<file path="config.mk">
export PLATFORM = sky130hd
export DESIGN_NAME = demux1x3_stream
export DESIGN_NICKNAME = d
export VERILOG_FILES = /design/src/rtl/demux_pkg.sv /design/src/rtl/demux_out_slot.sv /design/src/rtl/demux1x3_stream.sv
export SDC_FILE = /design/constraint.sdc
export NUM_CORES = 1
export LEC_CHECK = 0
export CAP_MARGIN = 20
export CORE_AREA = 2 2 69 71
export DETAILED_ROUTE_END_ITERATION = 6
export DIE_AREA = 0 0 71 73
export GPL_ROUTABILITY_DRIVEN = 0
export GPL_TIMING_DRIVEN = 0
export PLACE_DENSITY = 0.68
export SLEW_MARGIN = 20
export SYNTH_ARGS = -nofsm -noshare
export SYNTH_HDL_FRONTEND = slang
export SYNTH_SLANG_ARGS = --single-unit
</file>
<file path="constraint.sdc">
create_clock -name clk -period 5 [get_ports clk]
set_clock_uncertainty 0.2 [all_clocks]
set_input_delay 1 -clock clk [delete_from_list [all_inputs] [get_ports clk]]
set_output_delay 1 -clock clk [all_outputs]
set_load 0.005 [all_outputs]
</file>
<file path="src/rtl/demux_pkg.sv">
// Shared select encoding for the 1-to-3 stream demultiplexer.
package demux_pkg;

  typedef logic [1:0] sel_t;

  localparam sel_t SEL_Y0   = 2'd0;
  localparam sel_t SEL_Y1   = 2'd1;
  localparam sel_t SEL_Y2   = 2'd2;
  localparam sel_t SEL_DROP = 2'd3;

endpackage

</file>
<file path="src/rtl/demux_out_slot.sv">
// One-entry valid/ready output register; accepts a push in the same cycle
// as a pop so a single output can sustain one beat per clock.
module demux_out_slot #(
  parameter int WIDTH = 8
) (
  input  logic             clk,
  input  logic             rst,
  input  logic             push,
  input  logic [WIDTH-1:0] d,
  input  logic             ready,
  output logic             valid,
  output logic [WIDTH-1:0] q,
  output logic             free
);

  assign free = ~valid | ready;

  // The top only pushes when free, so push always wins over a pop.
  always_ff @(posedge clk or posedge rst) begin
    if (rst) begin
      valid <= 1'b0;
      q     <= '0;
    end else if (push) begin
      valid <= 1'b1;
      q     <= d;
    end else if (ready) begin
      valid <= 1'b0;
    end
  end

endmodule

</file>
<file path="src/rtl/demux1x3_stream.sv">
// Registered 1-to-3 stream demultiplexer with per-output valid/ready slots;
// select code 3 discards the beat and bumps a saturating drop counter.
module demux1x3_stream
  import demux_pkg::*;
#(
  parameter int WIDTH = 8,
  parameter int CNT_W = 8
) (
  input  logic             clk,
  input  logic             rst,
  input  logic [WIDTH-1:0] i,
  input  logic             s1,
  input  logic             s0,
  input  logic             in_valid,
  output logic             in_ready,
  output logic [WIDTH-1:0] y0,
  output logic [WIDTH-1:0] y1,
  output logic [WIDTH-1:0] y2,
  output logic             v0,
  output logic             v1,
  output logic             v2,
  input  logic             r0,
  input  logic             r1,
  input  logic             r2,
  output logic             drop_pulse,
  output logic [CNT_W-1:0] drop_cnt
);

  sel_t       sel;
  logic [2:0] free;
  logic [2:0] push;
  logic       accept;
  logic       drop_accept;

  assign sel = {s1, s0};

  // Ready only looks at the selected slot, so a stalled output never blocks
  // beats routed elsewhere; drops are always accepted outside reset.
  always_comb begin
    in_ready = 1'b0;
    if (!rst) begin
      case (sel)
        SEL_Y0:  in_ready = free[0];
        SEL_Y1:  in_ready = free[1];
        SEL_Y2:  in_ready = free[2];
        default: in_ready = 1'b1;
      endcase
    end
  end

  assign accept      = in_valid & in_ready;
  assign push[0]     = accept & (sel == SEL_Y0);
  assign push[1]     = accept & (sel == SEL_Y1);
  assign push[2]     = accept & (sel == SEL_Y2);
  assign drop_accept = accept & (sel == SEL_DROP);

  demux_out_slot #(.WIDTH(WIDTH)) u_slot0 (
    .clk   (clk),
    .rst   (rst),
    .push  (push[0]),
    .d     (i),
    .ready (r0),
    .valid (v0),
    .q     (y0),
    .free  (free[0])
  );

  demux_out_slot #(.WIDTH(WIDTH)) u_slot1 (
    .clk   (clk),
    .rst   (rst),
    .push  (push[1]),
    .d     (i),
    .ready (r1),
    .valid (v1),
    .q     (y1),
    .free  (free[1])
  );

  demux_out_slot #(.WIDTH(WIDTH)) u_slot2 (
    .clk   (clk),
    .rst   (rst),
    .push  (push[2]),
    .d     (i),
    .ready (r2),
    .valid (v2),
    .q     (y2),
    .free  (free[2])
  );

  // Drop counter saturates at all-ones instead of wrapping.
  always_ff @(posedge clk or posedge rst) begin
    if (rst) begin
      drop_pulse <= 1'b0;
      drop_cnt   <= '0;
    end else begin
      drop_pulse <= drop_accept;
      if (drop_accept && (drop_cnt != '1)) begin
        drop_cnt <= drop_cnt + CNT_W'(1);
      end
    end
  end

endmodule
</file>
==> metrics.yaml <==
run_status:
  status: "finished, final reports clean"
setup_path:
  end_kind: "output port"
  crit_type: "input pin to output port"
  r2r-end: "u_slot2.q[3]"
  r2r_cells: 3
  cp.arrival_ns: 2.69
  crit_required_ns: 3.80
  critPathLaunchType: "input pin"
  r2r_start: "u_slot2.valid"
  reg2reg_setup_slack_ns: 3.08
  path_max_fanout: 7
synthesis:
  ys_ff_latch: 36
  ys_async_sr_fraction_pct: 100
  synth_xor_area_share_pct: 2.30
  synth_fa_ha_area_share_pct: 0.821
  avgSynthCellArea_um2: 14.4
  netlist.area_leader.share_pct: 59.1
  synth_nets: 123
  synth_compound_area_share_pct: 3.53
  synth_top_cell_by_area: "dfrtp_1"
  synth.yosys.warnings: 0
  syn_inst: 106
  synth.area.top_cells: "dfrtp_1 59%, mux2_2 21%, xnor2_1 2.3%"
  synthFlopType: "dfrtp_1"
  ys_types: 26
  synth_top_family_by_area: "multiplexers"
  seq_area_frac_synth_pct: 59.1
  synth-simple-area-share_pct: 12.5
  yosys-mux-area-fraction_pct: 20.7
  syn-cell-area_mm2: 0.00152
  synth_edf_count: 0
timing:
  slew_violations: 0
  timing.fmax_mhz: 257
  tightest_slew_ns: 0.724
  hold_viol: 0
  setup_viol: 0
  worst_slack_ns: 1.11
  setup_tns_ns: 0
  fin_crit_ns: 3.89
  fin_crit_sh_pct: 77.7
  slew_headroom_pct: 51.6
  rsz0062_at_grt: "false"
clock_tree:
  clkLatencyLatePin_ns: 0.28
  cts_setup_buffers: 0
  cts.clk_slew.worst_paths_ns: 0.06
  cts_made_buffers: 5
  tritoncts: "built"
  htree_levels: 2
  ctsResizeCount: 0
  cts.sinks: 36
  cts_root_buf: "clkbuf_8"
  cts_buffer_depth: 2
  ctsHoldBuffers: 0
worst_hold_path:
  hold_start: "u_slot0.q[1]"
  min_path_type: "flop to flop"
  holdPathEnd: "u_slot0.q[1]"
  hold_depth: 1
floorplanning:
  rows: 25
  start_util_pct: 33.6
  die_w_um: 71
  top_level_ports: 53
  die_y_um: 73
  fp.dieArea_mm2: 0.00518
  core_mm2: 0.00454
drt:
  routed-via-count: 1077
  drc_errors: 0
  vias_per_cell: 4.92
  ant_nets: 0
  routed_wl_um: 3390
  wire_per_inst_um: 15.5
  drtPass1Iterations: 3
  drt_iter0_markers: 65
grt:
  grt_start_max_net_pins: 37
  antenna_found_initial: 0
  grt_overflow: 0
  grt_pass1_wl_um: 5560
  grt_usage_pct: 14.0
  grt_pass1_vias: 1164
placed_design:
  place_ws_ns: 1.10
  dp_cells: 211
  placed_area_mm2: 0.00210
  io_buffers: 51
  dpl.hpwl_um: 2530
pwr:
  cellLeakagePower_nw: 0.922
  ir_drop_v: 0.000174
  powerDensity_mw_per_mm2: 383
cells_and_area:
  fin_area_mm2: 0.00219
  n_antenna_cell: 0
  layout_commonest_cell: "clkdlybuf4s50_1"
  area_growth_pct: 44.0
  fin_nets: 181
  final_cell_mix: "51 x clkdlybuf4s50_1, 36 x dfrtp_1, 28 x mux2_2"
  drive_above_1_share_pct: 26.7
  stdcell_count: 219
  final_util_pct: 48.4
job:
  drv_cap: 0
-- flip-flops by register name, indices dropped and copies added (netlist names) --
signal / count
drop_cnt: 8
u_slot2.valid: 1
u_slot0.q: 8
drop_pulse: 1
u_slot2.q: 8
u_slot1.q: 8
u_slot1.valid: 1
u_slot0.valid: 1
-- how the worst max path moves through the flow --
stage / slack, ns / startpoint / endpoint
floorplan: 2.28 / s0 / in_ready
global placement: 1.12 / s1 / in_ready
detailed placement: 1.10 / s1 / in_ready
CTS: 1.10 / s1 / in_ready
global route: 1.04 / s1 / in_ready
finish: 1.11 / s1 / in_ready
-- logic make-up (layout without fill, tap and decap cells) --
| logic type | count (synthesis) | count (layout) |
|---|---|---|
| XOR/XNOR | 4 | 4 |
| adder cells (fa/ha/maj) | 1 | 1 |
| AO/OA/AOI/OAI | 7 | 7 |
| flip-flops | 36 | 36 |
| AND/OR/NAND/NOR | 26 | 26 |
| multiplexers | 28 | 28 |
| buffers and inverters | 4 | 63 |
-- report_power, final --
group | internal [mW] | switching, mW
Sequential | 0.351 | 0.0476
Combinational | 0.162 | 0.0723
Clock | 0.110 | 0.0982
-- synthesized netlist by cell type, types with 2 or more instances --
master	count
or2_2	2
nand3_1	3
nand2b_1	2
mux2_2	28
nand4_1	2
inv_1	3
dfrtp_1	36
and3_1	2
o211ai_1	2
nand2_1	5
nor3b_1	2
nor2b_1	2
xnor2_1	4
-- per-stage QoR --
step                      power [mW]  hold slack (ns)
after floorplan                0.479            0.303
final                          0.842            0.305
after detailed placement       0.642            0.292
after global routing           0.895            0.337
after CTS                      0.856            0.310
after global placement         0.628            0.289
-- area by class of cell --
cell class	instances	area, µm²
fill	412	2340
sequential	36	901
multi-input combinational	66	607
timing repair buffer	51	510
clock buffer	6	82.6
tap	54	67.6
inverter	3	11.3
clock inverter	2	10.0
buffer	1	5.00
-- layer usage --
metal | GRT usage [%] | up-vias | routed length, µm
li1 | - | 500 | -
met1 | 16.7 | 533 | 1410
met2 | 23.3 | 42 | 1690
met3 | 6.35 | 2 | 266
met4 | 3.14 | 0 | 16
met5 | 0 | - | 0
-- critical path: stages --
cell and delay, ns:
clkdlybuf4s50_1 0.65, nor3b_1 0.10, a211o_1 0.28, a21oi_1 0.13, clkdlybuf4s50_1 0.52
(Power assumes the default switching activity.)
